--- src/rtl/gb_pix_stream_tx_if.sv ---
// Producer-side pixel port and AXI4-Stream arg_1 port of the blur-core pixel transmitter.
// Define GB_TX_EOL_EN to add the arg_1_TUSER end-of-row flag.
interface gb_pix_stream_tx_if #(
    parameter int DATA_W = 8
);
    logic [DATA_W-1:0] pix_in_data;
    logic              pix_in_valid;
    logic              pix_in_ready;
    logic [DATA_W-1:0] arg_1_TDATA;
    logic              arg_1_TVALID;
    logic              arg_1_TREADY;
    logic              arg_1_TLAST;
`ifdef GB_TX_EOL_EN
    logic              arg_1_TUSER;
`endif

    modport master (
        input  pix_in_data,
        input  pix_in_valid,
        output pix_in_ready,
        output arg_1_TDATA,
        output arg_1_TVALID,
        input  arg_1_TREADY,
        output arg_1_TLAST
`ifdef GB_TX_EOL_EN
        , output arg_1_TUSER
`endif
    );

    modport slave (
        output pix_in_data,
        output pix_in_valid,
        input  pix_in_ready,
        input  arg_1_TDATA,
        input  arg_1_TVALID,
        output arg_1_TREADY,
        input  arg_1_TLAST
`ifdef GB_TX_EOL_EN
        , input arg_1_TUSER
`endif
    );
endinterface

--- src/rtl/gb_pix_stream_tx.sv ---
// Buffers producer pixels in a small FIFO and emits one IMG_W*IMG_H frame per start pulse on arg_1.
// Define GB_TX_EOL_EN to drive arg_1_TUSER high on the last pixel of every row.
module gb_pix_stream_tx #(
    parameter int DATA_W     = 8,
    parameter int IMG_W      = 488,
    parameter int IMG_H      = 648,
    parameter int X_W        = 9,
    parameter int Y_W        = 10,
    parameter int FIFO_DEPTH = 4
) (
    input  logic               clk,
    input  logic               rst,
    input  logic               start,
    output logic               busy,
    output logic               done,
    gb_pix_stream_tx_if.master bus
);
    localparam int PTR_W = $clog2(FIFO_DEPTH);
    localparam int CNT_W = PTR_W + 1;

    typedef enum logic [1:0] {
        IDLE,
        SEND,
        DONE
    } state_t;

    state_t            state;
    logic [DATA_W-1:0] mem [FIFO_DEPTH];
    logic [PTR_W-1:0]  wr_ptr;
    logic [PTR_W-1:0]  rd_ptr;
    logic [CNT_W-1:0]  count;
    logic [X_W-1:0]    x;
    logic [Y_W-1:0]    y;

    logic full;
    logic empty;
    logic push;
    logic pop;
    logic tvalid;
    logic x_last;
    logic y_last;

    assign full   = (count == CNT_W'(FIFO_DEPTH));
    assign empty  = (count == '0);
    assign push   = bus.pix_in_valid && !full;
    assign tvalid = (state == SEND) && !empty;
    assign pop    = tvalid && bus.arg_1_TREADY;
    assign x_last = (x == X_W'(IMG_W - 1));
    assign y_last = (y == Y_W'(IMG_H - 1));

    // Head entry is read straight from the array; it cannot change under a stall because
    // a write only lands on the head slot when the FIFO is empty.
    assign bus.pix_in_ready = !full;
    assign bus.arg_1_TVALID = tvalid;
    assign bus.arg_1_TDATA  = mem[rd_ptr];
    assign bus.arg_1_TLAST  = tvalid && x_last && y_last;
`ifdef GB_TX_EOL_EN
    assign bus.arg_1_TUSER  = tvalid && x_last;
`endif

    always_ff @(posedge clk) begin
        if (rst) begin
            wr_ptr <= '0;
            rd_ptr <= '0;
            count  <= '0;
            // NOTE: the storage is cleared too, so TDATA reads 0 out of reset instead of X.
            for (int i = 0; i < FIFO_DEPTH; i++) begin
                mem[i] <= '0;
            end
        end else begin
            if (push) begin
                mem[wr_ptr] <= bus.pix_in_data;
                wr_ptr      <= wr_ptr + PTR_W'(1);
            end
            if (pop) begin
                rd_ptr <= rd_ptr + PTR_W'(1);
            end
            case ({push, pop})
                2'b10:   count <= count + CNT_W'(1);
                2'b01:   count <= count - CNT_W'(1);
                default: count <= count;
            endcase
        end
    end

    // Frame sequencer: counters advance only on beats, so TLAST/TUSER hold under stall.
    always_ff @(posedge clk) begin
        if (rst) begin
            state <= IDLE;
            x     <= '0;
            y     <= '0;
            busy  <= 1'b0;
            done  <= 1'b0;
        end else begin
            done <= 1'b0;
            case (state)
                IDLE: begin
                    if (start) begin
                        state <= SEND;
                        busy  <= 1'b1;
                    end
                end
                SEND: begin
                    if (pop) begin
                        if (x_last) begin
                            x <= '0;
                            if (y_last) begin
                                y     <= '0;
                                state <= DONE;
                                busy  <= 1'b0;
                                done  <= 1'b1;
                            end else begin
                                y <= y + Y_W'(1);
                            end
                        end else begin
                            x <= x + X_W'(1);
                        end
                    end
                end
                DONE: begin
                    state <= IDLE;
                    x     <= '0;
                    y     <= '0;
                end
                default: begin
                    state <= IDLE;
                    busy  <= 1'b0;
                end
            endcase
        end
    end
endmodule
--- src/flat_wrapper.sv ---
// flat-port wrapper written by rule: the top's interface ports become plain ports
module gb_pix_stream_tx_flat 
#(
    parameter int DATA_W     = 8,
    parameter int IMG_W      = 488,
    parameter int IMG_H      = 648,
    parameter int X_W        = 9,
    parameter int Y_W        = 10,
    parameter int FIFO_DEPTH = 4
)
  (clk, rst, start, busy, done, bus_pix_in_data, bus_pix_in_valid, bus_pix_in_ready, bus_arg_1_TDATA, bus_arg_1_TVALID, bus_arg_1_TREADY, bus_arg_1_TLAST);
  gb_pix_stream_tx_if #(.DATA_W(DATA_W)) bus_i ();
  input  logic clk;
  input  logic rst;
  input  logic start;
  output logic busy;
  output logic done;
  input wire logic [$bits(bus_i.pix_in_data)-1:0] bus_pix_in_data;
  input wire logic [$bits(bus_i.pix_in_valid)-1:0] bus_pix_in_valid;
  output wire logic [$bits(bus_i.pix_in_ready)-1:0] bus_pix_in_ready;
  output wire logic [$bits(bus_i.arg_1_TDATA)-1:0] bus_arg_1_TDATA;
  output wire logic [$bits(bus_i.arg_1_TVALID)-1:0] bus_arg_1_TVALID;
  input wire logic [$bits(bus_i.arg_1_TREADY)-1:0] bus_arg_1_TREADY;
  output wire logic [$bits(bus_i.arg_1_TLAST)-1:0] bus_arg_1_TLAST;
  assign bus_i.pix_in_data = bus_pix_in_data;
  assign bus_i.pix_in_valid = bus_pix_in_valid;
  assign bus_pix_in_ready = bus_i.pix_in_ready;
  assign bus_arg_1_TDATA = bus_i.arg_1_TDATA;
  assign bus_arg_1_TVALID = bus_i.arg_1_TVALID;
  assign bus_i.arg_1_TREADY = bus_arg_1_TREADY;
  assign bus_arg_1_TLAST = bus_i.arg_1_TLAST;
  gb_pix_stream_tx #(.DATA_W(DATA_W), .IMG_W(IMG_W), .IMG_H(IMG_H), .X_W(X_W), .Y_W(Y_W), .FIFO_DEPTH(FIFO_DEPTH)) u_core (.clk(clk), .rst(rst), .start(start), .busy(busy), .done(done), .bus(bus_i));
endmodule
--- config.mk ---
export PLATFORM = sky130hd
export DESIGN_NAME = gb_pix_stream_tx_flat
export DESIGN_NICKNAME = d
export VERILOG_FILES = /design/src/rtl/gb_pix_stream_tx_if.sv /design/src/rtl/gb_pix_stream_tx.sv /design/src/flat_wrapper.sv
export SDC_FILE = /design/constraint.sdc
export NUM_CORES = 1
export LEC_CHECK = 0
export CORE_MARGIN = 4
export CORE_UTILIZATION = 25
export DETAILED_ROUTE_END_ITERATION = 8
export GPL_TIMING_DRIVEN = 0
export MAX_ROUTING_LAYER = met4
export SKIP_CTS_REPAIR_TIMING = 1
export SLEW_MARGIN = 0
export SYNTH_ARGS = -nofsm -noshare
export SYNTH_HDL_FRONTEND = slang
export SYNTH_SLANG_ARGS = --single-unit
--- constraint.sdc ---
create_clock -name clk -period 2.8 [get_ports clk]
set_input_delay 0.56 -clock clk [delete_from_list [all_inputs] [get_ports clk]]
set_output_delay 0.56 -clock clk [all_outputs]
set_load 0.05 [all_outputs]
# Yosys cells after proc, flatten, opt, wreduce, memory -nomap -nowiden
# Memories as Yosys holds them, arrays and structs flattened. A register that Yosys moved wholly into a read port is not among the register bits.
# Cells that the tools add are included.
[totals] reg_bits=30 out_inout_bits=13 ram_bits=32 elab_cells=76 n_memories=1 input_bits=13
[memory_table] memory="u_core.mem" words=4 word_bits=8 rd=1 rd_clocked_by_memory_dff=1 wr=4 line_no="gb_pix_stream_tx.sv:28" text="logic [DATA_W-1:0] mem [FIFO_DEPTH];"
[op_classes] n_bitwise=4 mux=29 eq_ne=11 n_addsub=6 reduce_logical=17
[ops] cell="10-bit two-way mux" n=3
[ops] cell="10-bit case mux with 2 select lines" n=1
[ops] cell="9-bit two-way mux" n=2
[ops] cell="9-bit case mux with 2 select lines" n=1
[ops] cell="2-bit two-way mux" n=7
[ops] cell="1-bit two-way mux" n=11
[ops] cell="10-bit by 1-bit adder with 10-bit output, second input constant" n=1
[ops] cell="10-bit equality test, second input constant" n=1
[ops] cell="9-bit by 1-bit adder with 9-bit output, second input constant" n=1
[ops] cell="9-bit equality test, second input constant" n=1
[ops] cell="8-bit two-way mux" n=1
[ops] cell="8-bit OR reduction" n=1
[ops] cell="2-bit by 1-bit inequality test with 1-bit output, second input constant" n=3
[ops] cell="3-bit case mux with 2 select lines" n=1
[ops] cell="1-bit logical AND" n=5
[ops] cell="5-bit AND reduction" n=1
[ops] cell="2-bit by 1-bit adder with 2-bit output, second input constant" n=2
[ops] cell="2-bit by 1-bit equality test with 1-bit output, second input constant" n=2
[ops] cell="2-bit equality test, second input constant" n=2
[ops] cell="1-bit inverter" n=4
[ops] cell="2-bit case mux with 2 select lines" n=1
[ops] cell="4-bit AND reduction" n=1
[ops] cell="2-bit nonzero test" n=2
[ops] cell="4-bit OR reduction" n=1
[ops] cell="other kinds (10)" n=11

# Logic depth before layout (Yosys ltp)
# Gate-level depths: netlist of run 1.
[logic_depth] ltp_word=8 depth_mapped=9 mapped_depth_nobuf=9

# Worst setup path before layout of run 1
# No wires, ideal clock.
[synth_timing] path_kind="reg2reg" start="reg u_core.count[0]" end="reg u_core.count[2]" required_ns=2.729 synth_period_minus_slack_ns=2.503 setup_ns=0.071 stages_incl_launch_ff=10 slack_ns=0.297 path_buffers=0 t_arrival_ns=2.432 cell_sequence="dfxtp_1 -> inv_1 -> nand3_1 -> nand2_1 -> ha_1 -> inv_1 -> fa_1 -> xor2_1 -> or3_1 -> a21oi_1"
[synth_via] elab_cells_between_ends=13 classes_between="add/sub (2); eq/ne (3); mux (1); reduce/logical (7)"
[synth_rtl] item="start, declared" line_no="gb_pix_stream_tx.sv:31" text="logic [CNT_W-1:0] count;"
[synth_rtl] item="start signal, assigned" line_no="gb_pix_stream_tx.sv:79" text="2'b10: count <= count + CNT_W'(1);"
[synth_rtl] item="start signal, assigned" line_no="gb_pix_stream_tx.sv:80" text="2'b01: count <= count - CNT_W'(1);"
[synth_rtl] item="start signal, assigned" line_no="gb_pix_stream_tx.sv:81" text="default: count <= count;"
[synth_rtl] item="3-bit equality test (*)" line_no="gb_pix_stream_tx.sv:43" text="assign full = (count == CNT_W'(FIFO_DEPTH));"
[synth_rtl] item="1-bit logical NOT (*)"
[synth_rtl] item="via bus_pix_in_ready" line_no="flat_wrapper.sv:20" text="output wire logic [$bits(bus_i.pix_in_ready)-1:0] bus_pix_in_ready;"
[synth_rtl] item="1-bit logical AND (*)" line_no="gb_pix_stream_tx.sv:45" text="assign push = bus.pix_in_valid && !full;"
[synth_rtl] item="2-bit by 1-bit equality test with 1-bit output or 2-bit equality test (tied branches)" line_no="gb_pix_stream_tx.sv:78" text="case ({push, pop})"
[synth_rtl] item="3-bit case mux with 2 select lines or 2-bit nonzero test (tied branches)"
# Mark *: on every way through the listed nets, which the timed path passes. The rest lies on a longest branch.
# A chain may end at the register's enable or synchronous reset.

==> impl_metrics.toml, run 1 <==
[finish]
final_net_count = 299
number_of_standard_cells_in_the_layout_taps_in_and_fillers_out = 430
post-route-util = 0.321
final_area_mm2 = 0.00366
final_common_cell = "sky130_fd_sc_hd__and2_1"
final_cell_mix = "sky130_fd_sc_hd__and2_1 (33), sky130_fd_sc_hd__edfxtp_1 (32), sky130_fd_sc_hd__dfxtp_1 (31), sky130_fd_sc_hd__nor2_1 (29), sky130_fd_sc_hd__clkdlybuf4s50_1 (24)"
syn2layout_area_growth_pct = 26.0
diodes = 0
fill_cells = 1171
drive_above_1_share = 0.143

[pwr]
total_switching_power_uw = 596
cell_internal_pwr_uw = 1930
power.static_leakage_uw = 0.00131
pwr_density_cell_mw_per_mm2 = 691
combinationalPowerShare = 0.118
worst_ir_drop_vdd_v = 0.000479
switching_share = 0.235
share_seq_of_total_power = 0.425
share_clk_of_total_power = 0.457
finalPower_uw = 2530

[worst_setup_path]
critPathLaunchType = "register"
critPathKind = "reg -> out"
critical_path_peak_fanout = 8
crit_arrival_ps = 2140
critical_path_required_ps = 2240
end_kind = "primary output"

[clocking]
tritoncts_clock_tree = "built"
clock_tree.buffer_depth = 2
numCtsBuffers = 9
worstSkewPairLatency_ps = 330
depth_of_the_cts_h_tree = 3
cts.sink_count = 64
clk_pin_slew_worst_paths_ps = 50
clock_tree.root_cell = "sky130_fd_sc_hd__clkbuf_16"

[global_routing]
largest_net_degree_at_the_start_of_global_routing = 12
antenna_found_initial = 0
total_overflow_reported_by_the_global_router = 0
grt_first_pass_wirelength_mm = 10.0
global_route_total_usage_across_every_layer = 0.102
via_count_of_the_first_global_routing_pass = 2051

[timing]
max_slew_margin = 0.385
worst_clock_skew_ps = 4.79
setup_repair_after_global_routing_missed_its_margin = "no"
finalCriticalPeriod_ps = 2700
setup_tns_ps = 0
hold_violations = 0
setup_violations = 0
worst-slew-pin-transition_ps = 917
tcrit_tclk_final = 0.963
max_clock_freq_ghz = 0.371
timing_max_transition_violations_final = 0

[placement]
detailedPlacementHpwl_mm = 4.13
dpl.cell_count = 415
io_buffers = 25
dpl_cell_area_mm2 = 0.00334
globalplace.congestion = 0.774

[floorplan]
die-area_mm2 = 0.0134
floorplan.core_area_mm2 = 0.0114
placementRows = 39
initial_utilization = 0.254
ioPinCount = 26
die_width_um = 116
die-height_um = 116

[yosys]
ys_async_sr_fraction = 0
ys_warn_count = 0
synthDistinctLibCells = 45
yosys_register_bits = 64
syn_area_per_cell_um2 = 11.8
synth.net_count = 264
mappedNetlistArea_mm2 = 0.00291
number_of_enable_type_register_cells_in_the_synthesized_netlist = 32
syn_inst = 247
synth_flop_cell = "sky130_fd_sc_hd__edfxtp_1"
synth_seq_area_share = 0.551

[route]
wl_mm = 5.88
postRouteAntennaNets = 0
routed-via-count = 1902
drt_iter0_markers = 56
dr.pass1.iters = 4
route.detailed.wl_per_inst_um = 13.7
detail_route.vias_per_cell = 4.42
remaining_drc_errors = 0

[outcome]
status = "completed"

[job]
maxCapViolCount = 0

[worst_hold_path]
holdCritPathClass = "reg -> reg"
[metal layers]
metal | track usage | vias to the layer above | share of wire
li1 | - | 954 | -
met1 | 0.113 | 906 | 0.45
met5 | - | - | 0
met2 | 0.165 | 35 | 0.48
met4 | 0.0302 | 0 | 0.012
met3 | 0.0460 | 7 | 0.060
[cells in the mapped netlist, types with 2 or more instances]
master,instances,area (um^2)
sky130_fd_sc_hd__or3_1,2,12.5
sky130_fd_sc_hd__nor4_4,2,42.5
sky130_fd_sc_hd__o21ai_0,7,35.0
sky130_fd_sc_hd__mux2i_1,3,30.0
sky130_fd_sc_hd__nor2_1,29,109
sky130_fd_sc_hd__dfxtp_1,32,641
sky130_fd_sc_hd__edfxtp_1,32,961
sky130_fd_sc_hd__inv_1,8,30.0
sky130_fd_sc_hd__o21a_1,2,15.0
sky130_fd_sc_hd__ha_1,3,37.5
sky130_fd_sc_hd__o2111ai_1,2,17.5
sky130_fd_sc_hd__a21oi_1,5,25.0
sky130_fd_sc_hd__nand2b_1,3,18.8
sky130_fd_sc_hd__clkbuf_1,3,11.3
sky130_fd_sc_hd__mux4_2,8,180
sky130_fd_sc_hd__nand2_1,8,30.0
sky130_fd_sc_hd__xor2_1,14,123
sky130_fd_sc_hd__xnor2_1,5,43.8
sky130_fd_sc_hd__o31ai_1,2,15.0
sky130_fd_sc_hd__nand3_1,8,40.0
sky130_fd_sc_hd__nand4b_1,2,17.5
sky130_fd_sc_hd__nor3_1,12,60.1
sky130_fd_sc_hd__and2_1,33,206
[final cells by class]
class	instances	area [um^2]	share of cell area
Buffer	3	12.5	0.00342
Clock buffer	10	229	0.0625
Clock inverter	6	83.8	0.0229
Inverter	8	30.0	0.00820
Multi-Input combinational cell	170	1270	0.347
Sequential cell	64	1600	0.438
Tap cell	143	179	0.0489
Timing Repair Buffer	26	253	0.0690
[metrics by stage]
stage          hold WS (ps)  setup slack, ps
3_3_place_gp            470            -62.9
5_1_grt                 536             13.1
2_1_floorplan           445              297
4_1_cts                 487             -397
6_report                485              104
3_5_place_dp            477             -106
[power groups by stage]
stage	logic [uW]	clock network [uW]	registers [uW]
6_report	299	1160	1080
3_5_place_dp	305	0	1090
4_1_cts	308	1190	1070
3_3_place_gp	299	0	1080
5_1_grt	324	1240	1080
2_1_floorplan	202	0	1080
[state kept, by name, indices dropped and copies added (netlist names), named ones only]
name	cells
u_core.wr_ptr	2
u_core.y	10
u_core.rd_ptr	2
u_core.done	1
u_core.state	2
u_core.busy	1
u_core.x	9
u_core.count	3
u_core.mem	32
[critical path: stages (launching register included)]
cell	delay, ps
sky130_fd_sc_hd__dfxtp_2	520
sky130_fd_sc_hd__mux4_2	560
sky130_fd_sc_hd__clkdlybuf4s50_1	720
[final timing paths]
kind,start,end,slack [ps],cells after the start
setup / recovery,register,bus_arg_1_TDATA[4],100,2
setup reg to reg,u_core.count[0],u_core.count[2],570,9
hold reg to reg,u_core.state[1],u_core.state[0],480,1
hold / removal,u_core.state[1],u_core.state[0],480,1
[cells by family (layout without fill, tap and decap cells)]
family                   count (synthesis)  count (layout)  share of synthesized area
buffers and inverters                   13              53                     0.0172
AO/OA/AOI/OAI                           22              22                     0.0495
adder cells (fa/ha/maj)                  4               4                     0.0198
AND/OR/NAND/NOR                        114             114                      0.233
XOR/XNOR                                19              19                     0.0573
multiplexers                            11              11                     0.0724
flip-flops                              64              64                      0.551
Power figures use the tool's default switching activity.
==> run 2: changes to the inputs <==
--- a/config.mk
+++ b/config.mk
@@ -9,7 +9,6 @@
 export CORE_UTILIZATION = 25
 export DETAILED_ROUTE_END_ITERATION = 8
 export GPL_TIMING_DRIVEN = 0
-export MAX_ROUTING_LAYER = met4
 export SKIP_CTS_REPAIR_TIMING = 1
 export SLEW_MARGIN = 0
 export SYNTH_ARGS = -nofsm -noshare
==> impl_metrics.toml, run 2 (synthesized netlist as in run 1, its figures left out) <==
[timing]
worst_clock_skew_ps = 4.80
max_clock_freq_ghz = 0.371
min_hold_slack_ps = 485
max_slew_margin = 0.378
setup_violations = 0
finalCriticalPeriod_ps = 2700
timing_max_transition_violations_final = 0
hold_violations = 0
tcrit_tclk_final = 0.963
setup_repair_after_global_routing_missed_its_margin = "no"
worst-slew-pin-transition_ps = 927

[finish]
fill_cells = 1171
diodes = 0
final_net_count = 299
final_cell_mix = "sky130_fd_sc_hd__and2_1 (33), sky130_fd_sc_hd__edfxtp_1 (32), sky130_fd_sc_hd__dfxtp_1 (31), sky130_fd_sc_hd__nor2_1 (29), sky130_fd_sc_hd__clkdlybuf4s50_1 (24)"
syn2layout_area_growth_pct = 26.0
drive_above_1_share = 0.143
final_common_cell = "sky130_fd_sc_hd__and2_1"
registers_with_the_most_flip_flops = "u_core.mem x32, u_core.y x10, u_core.x x9"
registers.top_by_ff_count = "u_core.mem"
largest_reg_flops = 32

[pwr]
power.static_leakage_uw = 0.00131
finalPower_uw = 2530
pwr_density_cell_mw_per_mm2 = 691
worst_ir_drop_vdd_v = 0.000479

[route]
detail_route.vias_per_cell = 4.43
wl_mm = 5.88
route.detailed.wl_per_inst_um = 13.7
dr_top_layer = "met4"
drt_iter0_markers = 54
postRouteAntennaNets = 0
dr.pass1.iters = 4
remaining_drc_errors = 0
met3RoutedLength_um = 363
routedLengthMet1_mm = 2.62
routed-via-count = 1903
wl_met2_mm = 2.83

[clocking]
clock_tree.buffer_depth = 2
worstSkewPairLatency_ps = 330
clock_tree.root_cell = "sky130_fd_sc_hd__clkbuf_16"
cts.sink_count = 64
depth_of_the_cts_h_tree = 3
tritoncts_clock_tree = "built"
clk_pin_slew_worst_paths_ps = 50
numCtsBuffers = 9

[worst_setup_path]
cpPeakStageDelay_ps = 720
crit_arrival_ps = 2140
path_cells = "mux4_2, clkdlybuf4s50_1"
critical_path_peak_fanout = 8
critPathLaunchType = "register"
critPathKind = "reg -> out"
critical_path_required_ps = 2240
critPathSlowestCell = "sky130_fd_sc_hd__clkdlybuf4s50_1"
end_kind = "primary output"

[floorplan]
placementRows = 39
die_width_um = 116
initial_utilization = 0.254
floorplan.core_area_mm2 = 0.0114
ioPinCount = 26
die-area_mm2 = 0.0134
die-height_um = 116

[global_routing]
via_count_of_the_first_global_routing_pass = 2047
global_route_total_usage_across_every_layer = 0.0987
grt_first_pass_wirelength_mm = 10.0
antenna_found_initial = 0
largest_net_degree_at_the_start_of_global_routing = 12
total_overflow_reported_by_the_global_router = 0

[placement]
detailedPlacementHpwl_mm = 4.13
io_buffers = 25
globalplace.congestion = 0.764

[worst_hold_path]
holdCritPathClass = "reg -> reg"

[job]
maxCapViolCount = 0

[outcome]
status = "completed"
## run 2: routing by layer
layer,up-vias,global-route usage
met5,-,0
met4,0,0.0302
met1,907,0.112
met3,7,0.0465
met2,35,0.165
li1,954,-
## run 2: worst paths after layout
| kind | slack, ps | to | depth (start not counted) | from |
|---|---|---|---|---|
| min reg2reg | 480 | u_core.state[0] | 1 | u_core.state[1] |
| min | 480 | u_core.state[0] | 1 | u_core.state[1] |
| max reg2reg | 570 | u_core.count[2] | 9 | u_core.count[0] |
| max | 100 | bus_arg_1_TDATA[4] | 2 | register |
## run 2: power by group
group / internal (uW) / switching, uW
clock network: 773 / 384
registers: 1040 / 32.3
logic: 119 / 180
## run 2: final cells by class
type                    count  area (um^2)  area share
plain buffers               3         12.5     0.00342
clock buffers              10          229      0.0625
clock inverters             6         83.8      0.0229
inverters                   8         30.0     0.00820
multi-input cells         170         1270       0.347
flip-flops and latches     64         1600       0.438
well taps                 143          179      0.0489
repair buffers             26          253      0.0690
## run 2: critical path: cells and delay by family (launching register included)
kind	cells	cell delay, ps
flops	1	520
buf+inv	1	720
mux	1	560
## run 2: metrics by stage
step	cells	util	setup TNS [ps]	setup WS, ps	instance area (um^2)
5_1_grt	430	0.321	0	13.1	3660
4_1_cts	431	0.320	-3130	-397	3650
6_report	430	0.321	0	105	3660
3_5_place_dp	415	0.292	-1210	-106	3340
2_1_floorplan	247	-	0	297	2910
3_3_place_gp	415	0.292	-683	-62.9	3330
==> run 3: changes to the inputs <==
--- a/config.mk
+++ b/config.mk
@@ -14,3 +14,4 @@
 export SYNTH_ARGS = -nofsm -noshare
 export SYNTH_HDL_FRONTEND = slang
 export SYNTH_SLANG_ARGS = --single-unit
+export TNS_END_PERCENT = 100
==> results of run 3 <==
Same layout as run 2: the final DEF is identical, and so are final timing and power.
